### src/rtl/axi_stream_dw_downsizer.sv
// axi_stream_dw_downsizer
// Splits each wide AXI Stream beat into DataWidthIn/DataWidthOut narrow
// beats. The least-significant slice is sent first. One wide beat is
// buffered. The next wide beat is accepted in the same cycle that the
// last slice leaves, so back-to-back beats are sent without bubbles.
//
// Optional build macro AXI_STREAM_DW_DOWNSIZER_SKIP_NULL_EN:
//   When defined, trailing slices whose keep bits are all zero are not
//   emitted, and tlast moves to the last slice that is emitted.
//   When undefined, all slices are always emitted.
module axi_stream_dw_downsizer #(
  parameter int unsigned DataWidthIn  = 64,
  parameter int unsigned DataWidthOut = 8,
  parameter int unsigned IdWidth      = 0,
  parameter int unsigned DestWidth    = 0,
  parameter int unsigned UserWidth    = 0,
  parameter type axi_stream_in_req_t = struct packed {
    logic tvalid;
    struct packed {
      logic [DataWidthIn-1:0]                      data;
      logic [DataWidthIn/8-1:0]                    strb;
      logic [DataWidthIn/8-1:0]                    keep;
      logic                                        last;
      logic [(IdWidth   > 0 ? IdWidth   : 1)-1:0]  id;
      logic [(DestWidth > 0 ? DestWidth : 1)-1:0]  dest;
      logic [(UserWidth > 0 ? UserWidth : 1)-1:0]  user;
    } t;
  },
  parameter type axi_stream_in_rsp_t = struct packed { logic tready; },
  parameter type axi_stream_out_req_t = struct packed {
    logic tvalid;
    struct packed {
      logic [DataWidthOut-1:0]                     data;
      logic [DataWidthOut/8-1:0]                   strb;
      logic [DataWidthOut/8-1:0]                   keep;
      logic                                        last;
      logic [(IdWidth   > 0 ? IdWidth   : 1)-1:0]  id;
      logic [(DestWidth > 0 ? DestWidth : 1)-1:0]  dest;
      logic [(UserWidth > 0 ? UserWidth : 1)-1:0]  user;
    } t;
  },
  parameter type axi_stream_out_rsp_t = struct packed { logic tready; }
) (
  input  logic                clk_i,
  input  logic                rst_ni,
  input  axi_stream_in_req_t  in_req_i,
  output axi_stream_in_rsp_t  in_rsp_o,
  output axi_stream_out_req_t out_req_o,
  input  axi_stream_out_rsp_t out_rsp_i
);

  localparam int unsigned N     = DataWidthIn / DataWidthOut;
  localparam int unsigned SW    = DataWidthOut / 8;
  localparam int unsigned CW    = $clog2(N);
  localparam int unsigned IdW   = (IdWidth   > 0) ? IdWidth   : 1;
  localparam int unsigned DestW = (DestWidth > 0) ? DestWidth : 1;
  localparam int unsigned UserW = (UserWidth > 0) ? UserWidth : 1;
  localparam logic [CW-1:0] LastIdx = CW'(N - 1);

  if ((DataWidthIn <= DataWidthOut) || (DataWidthIn % DataWidthOut != 0)) begin : g_param_fail
    $fatal(1, "axi_stream_dw_downsizer: DataWidthIn must be a larger integer multiple of DataWidthOut");
  end

  // Buffered wide beat. Slices are viewed as packed rows so that the
  // current slice can be selected directly by the counter.
  logic [N-1:0][DataWidthOut-1:0] data_q;
  logic [N-1:0][SW-1:0]           strb_q;
  logic [N-1:0][SW-1:0]           keep_q;
  logic                           last_q;
  logic [IdW-1:0]                 id_q;
  logic [DestW-1:0]               dest_q;
  logic [UserW-1:0]               user_q;
  logic                           valid_q;
  logic [CW-1:0]                  counter_q;
  logic [CW-1:0]                  last_idx_q;
  logic [CW-1:0]                  last_idx_d;

  logic at_last;
  logic in_ready;
  logic in_hs;
  logic out_hs;

  assign at_last  = (counter_q == last_idx_q);
  assign in_ready = !valid_q || (out_rsp_i.tready && at_last);
  assign in_hs    = in_req_i.tvalid && in_ready;
  assign out_hs   = valid_q && out_rsp_i.tready;

`ifdef AXI_STREAM_DW_DOWNSIZER_SKIP_NULL_EN
  logic [N-1:0] slice_nz;

  genvar gi;
  for (gi = 0; gi < N; gi++) begin : g_slice_nz
    assign slice_nz[gi] = |in_req_i.t.keep[gi*SW +: SW];
  end

  // The highest slice with any keep bit set is the last one emitted. An all-null
  // beat still emits slice 0, so that its last, id, dest and user are not lost.
  always_comb begin
    last_idx_d = '0;
    for (int i = 0; i < N; i++) begin
      if (slice_nz[i]) last_idx_d = CW'(i);
    end
  end
`else
  assign last_idx_d = LastIdx;
`endif

  // Wide-side ready. It depends combinationally on the narrow-side ready, so
  // that a new beat can be loaded in the same cycle that the last slice is sent.
  always_comb begin
    in_rsp_o        = '0;
    in_rsp_o.tready = in_ready;
  end

  // Narrow-side outputs come only from the buffer registers.
  always_comb begin
    out_req_o        = '0;
    out_req_o.tvalid = valid_q;
    out_req_o.t.data = data_q[counter_q];
    out_req_o.t.strb = strb_q[counter_q];
    out_req_o.t.keep = keep_q[counter_q];
    out_req_o.t.last = last_q && at_last;
    out_req_o.t.id   = id_q;
    out_req_o.t.dest = dest_q;
    out_req_o.t.user = user_q;
  end

  // Loading the buffer takes priority. When a beat is accepted, the previous
  // beat's last slice is sent in the same cycle, so no slice is lost.
  always_ff @(posedge clk_i or negedge rst_ni) begin
    if (!rst_ni) begin
      data_q     <= '0;
      strb_q     <= '0;
      keep_q     <= '0;
      last_q     <= 1'b0;
      id_q       <= '0;
      dest_q     <= '0;
      user_q     <= '0;
      valid_q    <= 1'b0;
      counter_q  <= '0;
      last_idx_q <= '0;
    end else if (in_hs) begin
      data_q     <= in_req_i.t.data;
      strb_q     <= in_req_i.t.strb;
      keep_q     <= in_req_i.t.keep;
      last_q     <= in_req_i.t.last;
      id_q       <= in_req_i.t.id;
      dest_q     <= in_req_i.t.dest;
      user_q     <= in_req_i.t.user;
      valid_q    <= 1'b1;
      counter_q  <= '0;
      last_idx_q <= last_idx_d;
    end else if (out_hs) begin
      if (!at_last) begin
        counter_q <= counter_q + CW'(1);
      end else begin
        counter_q <= '0;
        valid_q   <= 1'b0;
      end
    end
  end

endmodule

### config.mk
export PLATFORM = sky130hd
export DESIGN_NAME = axi_stream_dw_downsizer
export DESIGN_NICKNAME = d
export VERILOG_FILES = /design/src/rtl/axi_stream_dw_downsizer.sv
export SDC_FILE = /design/constraint.sdc
export NUM_CORES = 1
export LEC_CHECK = 0
export CAP_MARGIN = 30
export CORE_MARGIN = 1.5
export CORE_UTILIZATION = 45
export CTS_BUF_LIST = sky130_fd_sc_hd__clkbuf_4
export CTS_CLUSTER_SIZE = 10
export DETAILED_ROUTE_END_ITERATION = 10
export PLACE_DENSITY = 0.82
export SLEW_MARGIN = 20
export SYNTH_ARGS = -nofsm -noshare
export SYNTH_HDL_FRONTEND = slang
export SYNTH_SLANG_ARGS = --single-unit
### constraint.sdc
create_clock -name clk_i -period 2.13 [get_ports clk_i]
set_input_delay 0.639 -clock clk_i [delete_from_list [all_inputs] [get_ports clk_i]]
set_output_delay 0.639 -clock clk_i [all_outputs]
set_load 0.01 [all_outputs]
==> results of run 1 <==
## state kept, by name, indices dropped and copies added, names as in the netlist
name / cells
dest_q: 1
counter_q: 3
data_q: 64
last_idx_q: 1
user_q: 1
strb_q: 8
id_q: 1
last_q: 1
keep_q: 8
valid_q: 1
## cells by family after synthesis
group	count (synthesis)	synth area share
DFF	89	0.519
buffers and inverters	20	0.0466
AOI/OAI and AO/OA	8	0.0146
muxes	115	0.397
and+or+nand+nor	13	0.0204
adders and majority gates	1	0.00291
## path summary, 6_finish.rpt
check                                         endpoint  slack [ns]  cells past startpoint
worst max register to register  data_q[25]$_DFFE_PN0N_       -0.19                     10
worst min-delay path            data_q[21]$_DFFE_PN0N_        0.11                      1
max in group asynchronous       data_q[47]$_DFFE_PN0N_        1.41                      2
worst min register to register  data_q[30]$_DFFE_PN0N_        0.50                      1
min in group clk_i              data_q[30]$_DFFE_PN0N_        0.50                      1
worst max-delay path                      out_req_o[4]       -0.53                      5
## cell usage after synthesis, types with 2 or more instances
master / instances
mux4_2: 20
clkbuf_1: 4
buf_2: 2
buf_12: 5
mux2_1: 16
mux2_2: 29
mux2_4: 49
dfrtp_1: 89
nand2_1: 4
buf_4: 8
o21ai_0: 2
## power groups by stage
stage          combinational [mW]  sequential, mW  clock [mW]
2_1_floorplan                2.58            2.86           0
3_3_place_gp                 3.89            3.00           0
3_5_place_dp                 3.99            3.03           0
4_1_cts                      4.44            3.00       0.916
5_1_grt                      4.80            3.12       0.999
6_report                     4.51            3.01       0.883
## what timing repair did
item / CTS / global route
resized for setup: 90 / 20
cloned: 4 / 2
setup endpoints to repair: 85 / 97
buffers inserted: 11 / 3
pin swaps: 1 / 3
## per-stage QoR
step / std cells / TNS [ns] / power [mW]
finish: 542 / -13.88 / 8.41
global route: 542 / -23.25 / 8.92
CTS: 539 / -25.36 / 8.36
detailed placement: 511 / -20.86 / 7.02
global placement: 511 / -17.68 / 6.89
floorplan: 246 / 0 / 5.43
## final cells by class
class | instances | area, um^2
well taps | 129 | 161
repair buffers | 174 | 1830
flip-flops and latches | 89 | 2230
multi-input cells | 137 | 1970
fillers | 649 | 2930
clock buffers | 11 | 82.6
clock inverters | 2 | 33.8
## layer usage
| layer | routed length (um) | vias up | track usage |
|---|---|---|---|
| li1 | - | 1236 | - |
| met1 | 3980 | 1406 | 0.243 |
| met2 | 5410 | 68 | 0.385 |
| met3 | 394 | 16 | 0.0458 |
| met4 | 199 | 0 | 0.0856 |
| met5 | 0 | - | 0 |
==> run summary, run 1 <==
RSZ-0062 raised after global routing: yes
Vias: 2726
DP Area: 0.00574 mm^2
crit-path max FO: 10
share of power burned in registers: 0.358
Clock Skew: 0.0162 ns
worst-margin pin slew: 0.363 ns
WHS: 0.107 ns
first-pass GRT wire length: 16100 um
critical path launch point type: register
Initial Utilization: 0.465
failing checks: negative setup slack
pre-CTS setup slack: -0.354 ns
GRT overflow: 0
DIE AREA: 0.0101 mm^2
Iter 0 DRT Violations: 46
internal power: 6.02 mW
worst path cell trace: buf_12, buf_12, mux4_2, mux2_4, buf_6
critical path's largest stage delay: 0.48 ns
most frequent cells in the layout: clkdlybuf4s50_1, dfrtp_1, mux2_4, buf_4, mux4_2
Max Cap Viol: 0
final hold violation count: 0
initial antenna violation count: 0
CTS Hold Buffers Added: 0
drt total wl: 9980 um
ys flop type: dfrtp_1
Warnings, synthesis: 0
count of cell types in the netlist: 29
Post-Syn Area per Cell: 17.5 um^2
routed len/inst: 18.4 um
GPL Wtd Cong: 0.769
Post-synth EDFFs: 0
post-route ant nets: 0
Final setup viols: 93
fmax: 0.376 GHz
pwr dens: 1330 mW/mm^2
Worst-path clk slew: 0.13 ns
Core Area: 0.00924 mm^2
Yosys top cell by area: dfrtp_1
CTS sink cnt: 89
GRT Util Overall: 0.212
commonest non-fill, non-tap cell in the layout: clkdlybuf4s50_1
Worst Setup SP: counter_q[0]$_DFFE_PN0P_
Yosys reg bits: 89
critical path's top delay family: multiplexers
CTS tree: yes
Worst R2R Start: counter_q[0]$_DFFE_PN0P_
DR DRC count: 0
share of layout cells above drive strength 1: 0.506
post-layout util: 0.682
leak pwr: 2.78 nW
peak supply drop: 0.672 mV
via-per-instance ratio: 5.03
setup slack after layout: -0.531 ns
Clock power frac: 0.105
status: finished with violations
CTS root buf: clkbuf_4
crit share post-route: 1.25
drt pass-1 iters: 3
sw frac: 0.284
Final Cell Area: 0.00631 mm^2
Layout area overhead: 46.9%
# IOs: 104
Worst EP required: 1.49 ns
diode count: 0
Synth Cell Area: 0.00429 mm^2
CTS Buffer Depth: 2
die height: 101 um
Net Sw Power: 2.39 mW
die width: 101 um
Max-slew headroom: 0.758
post-synth top area share: 0.519
worst min path class: in2async
final-stage net count: 500
Worst setup EP type: output pin
Final Max Slew Viols: 0
asr flop ratio synth: 1.00
Setup CP Type: reg2out
Final min period: 2.66 ns
Critical Path Slowest Stage Cell: mux4_2
Synth Instances: 246
vias in the first global route: 3225
Port Buffers: 103
Std-Cell Rows: 35
Seq/Total Area, Yosys: 0.519
CP Buf/Inv Count: 3
Post-Syn Nets: 335
post-DP HPWL: 6660 um
largest net degree at the start of global routing: 52
Area contributors post-synth: dfrtp_1, mux2_4, mux4_2
Comb pwr share: 0.537
Most common cell on crit path: buf_12
Inserted Clock Buffers: 9
htree depth: 3
Skew-Pair Late Insertion Delay: 0.43 ns
WP data arrival: 2.02 ns
(Power assumes the default switching activity.)
==> run 2: changes to the inputs <==
Settings changed: PLACE_DENSITY 0.82 to default, PLACE_DENSITY_LB_ADDON from default to 0.2.
==> run summary, run 2 (same netlist as run 1, synthesis figures left out) <==
routed len/inst: 18.1 um (was 18.4 um)
GPL Wtd Cong: 0.730 (was 0.769)
via-per-instance ratio: 4.99 (was 5.03)
CTS Buffer Depth: 2 (unchanged)
post-DP HPWL: 6250 um (was 6660 um)
DR DRC count: 0 (unchanged)
Top Registers: data_q: 64 flops, keep_q: 8 flops, strb_q: 8 flops (unchanged)
CTS tree: yes (unchanged)
Worst Setup SP: counter_q[0]$_DFFE_PN0P_ (unchanged)
diode count: 0 (unchanged)
Clock Skew: 0.0154 ns (was 0.0162 ns)
Final setup viols: 96 (was 93)
die width: 101 um (unchanged)
Port Buffers: 103 (unchanged)
crit share post-route: 1.27 (was 1.25)
sequential cell area: 0.00223 mm^2 (about the same)
worst min path class: in2async (unchanged)
peak supply drop: 0.877 mV (was 0.672 mV)
Setup CP Type: reg2out (unchanged)
worst-margin pin slew: 0.392 ns (was 0.363 ns)
final hold violation count: 0 (unchanged)
Final min period: 2.71 ns (was 2.66 ns)
drt total wl: 9680 um (was 9980 um)
leak pwr: 2.77 nW (was 2.78 nW)
pre-CTS setup slack: -0.354 ns (about the same)
pwr dens: 1370 mW/mm^2 (was 1330 mW/mm^2)
DIE AREA: 0.0101 mm^2 (unchanged)
WP data arrival: 2.07 ns (was 2.02 ns)
GRT Util Overall: 0.207 (was 0.212)
post-route ant nets: 0 (unchanged)
Top reg by flops: data_q (unchanged)
Vias: 2675 (was 2726)
Skew-Pair Late Insertion Delay: 0.42 ns (was 0.43 ns)
fmax: 0.369 GHz (was 0.376 GHz)
first-pass GRT wire length: 15800 um (was 16100 um)
RSZ-0062 raised after global routing: yes (unchanged)
max FFs per register: 64 (unchanged)
Worst R2R Start: counter_q[0]$_DFFE_PN0P_ (unchanged)
Worst setup EP type: output pin (unchanged)
largest net degree at the start of global routing: 45 (was 52)
GRT overflow: 0 (unchanged)
Max Cap Viol: 0 (unchanged)
multi-input logic area: 0.00204 mm^2 (was 0.00197 mm^2)
Final Max Slew Viols: 0 (unchanged)
Inserted Clock Buffers: 9 (unchanged)
Core Area: 0.00924 mm^2 (unchanged)
FILL cells: 658 (was 649)
# IOs: 104 (unchanged)
crit-path max FO: 7 (was 10)
critical path launch point type: register (unchanged)
Std-Cell Rows: 35 (unchanged)
Max-slew headroom: 0.739 (was 0.758)
share of layout cells above drive strength 1: 0.516 (was 0.506)
Worst-path clk slew: 0.14 ns (was 0.13 ns)
CTS root buf: clkbuf_4 (unchanged)
Worst EP required: 1.49 ns (about the same)
initial antenna violation count: 0 (unchanged)
die height: 101 um (unchanged)
Layout area overhead: 46.8% (was 46.9%)
Initial Utilization: 0.465 (unchanged)
Non-Filler Instances: 536 (was 542)
vias in the first global route: 3050 (was 3225)
drt pass-1 iters: 5 (was 3)
failing checks: negative setup slack (unchanged)
Iter 0 DRT Violations: 98 (was 46)
commonest non-fill, non-tap cell in the layout: mux2_4 (was clkdlybuf4s50_1)
most frequent cells in the layout: mux2_4, clkdlybuf4s50_1, dfrtp_1, buf_4, buf_6 (was clkdlybuf4s50_1, dfrtp_1, mux2_4, buf_4, mux4_2)
htree depth: 3 (unchanged)
dpl cells: 502 (was 511)
status: finished with violations (unchanged)
final-stage net count: 491 (was 500)
setup slack after layout: -0.581 ns (was -0.531 ns)
CTS sink cnt: 89 (unchanged)
[run 2: cell count changes in the layout (fill, tap and decap cells not counted), moves of 3 or more]
cell,previous run,this run
buf_12,9,14
mux2_1,9,0
buf_2,4,1
buf_8,3,0
mux2_4,73,94
buf_6,19,23
mux2_2,12,0
clkinvlp_4,0,3
buf_4,43,35
[run 2: what timing repair did]
action | in CTS | in global routing
cloned | 7 | 1
pin swaps | 5 | 3
resized for setup | 126 | 7
endpoints found under the setup margin | 53 | 97
hold buffers | 0 | 0
buffers inserted | 17 | 3
[run 2: layout make-up]
| cell class | count | share of cell area |
|---|---|---|
| Clock buffer | 10 | 0.0119 |
| Clock inverter | 6 | 0.00556 |
| Multi-Input combinational cell | 137 | 0.324 |
| Timing Repair Buffer | 165 | 0.279 |
| Sequential cell | 89 | 0.354 |
| Tap cell | 129 | 0.0256 |
[run 2: where the power goes]
group	total (mW)	switching, mW	internal, mW
Clock	0.810	0.567	0.244
Sequential	3.04	0.514	2.53
Combinational	4.77	1.40	3.37
[run 2: final timing paths]
check	endpoint	slack, ns	depth (start not counted)
setup / recovery	out_req_o[12]	-0.58	5
max in group asynchronous	valid_q$_DFFE_PN0P_	1.39	2
hold / removal	data_q[12]$_DFFE_PN0N_	0.06	1
hold reg to reg	data_q[18]$_DFFE_PN0N_	0.52	1
min in group clk_i	data_q[18]$_DFFE_PN0N_	0.52	1
setup reg to reg	data_q[6]$_DFFE_PN0N_	-0.14	10
[run 2: per-layer routing]
layer | routed length, um | track usage | vias up
li1 | - | - | 1217
met1 | 4360 | 0.272 | 1384
met2 | 4770 | 0.337 | 66
met3 | 461 | 0.0589 | 8
met4 | 90 | 0.0607 | 0
met5 | 0 | 0 | -
[run 2: through the flow]
stage | hold WS (ns) | setup TNS (ns) | cell area (um^2) | total power, mW | util
after floorplan | 0.343 | 0 | 4300 | 5.43 | -
after global placement | 0.459 | -17.75 | 5740 | 6.91 | 0.621
after detailed placement | 0.469 | -18.17 | 5740 | 6.99 | 0.621
after CTS | 0.0241 | -30.13 | 6430 | 8.86 | 0.696
after global routing | 0.0185 | -21.10 | 6300 | 9.12 | 0.682
final | 0.0577 | -14.96 | 6300 | 8.62 | 0.682
[run 2: worst max-delay path, cell delays in order, from the launching register on]
cell and delay [ns]:
dfrtp_2 0.48, buf_12 0.16, buf_6 0.10, mux4_2 0.49, mux2_4 0.29, buf_6 0.12
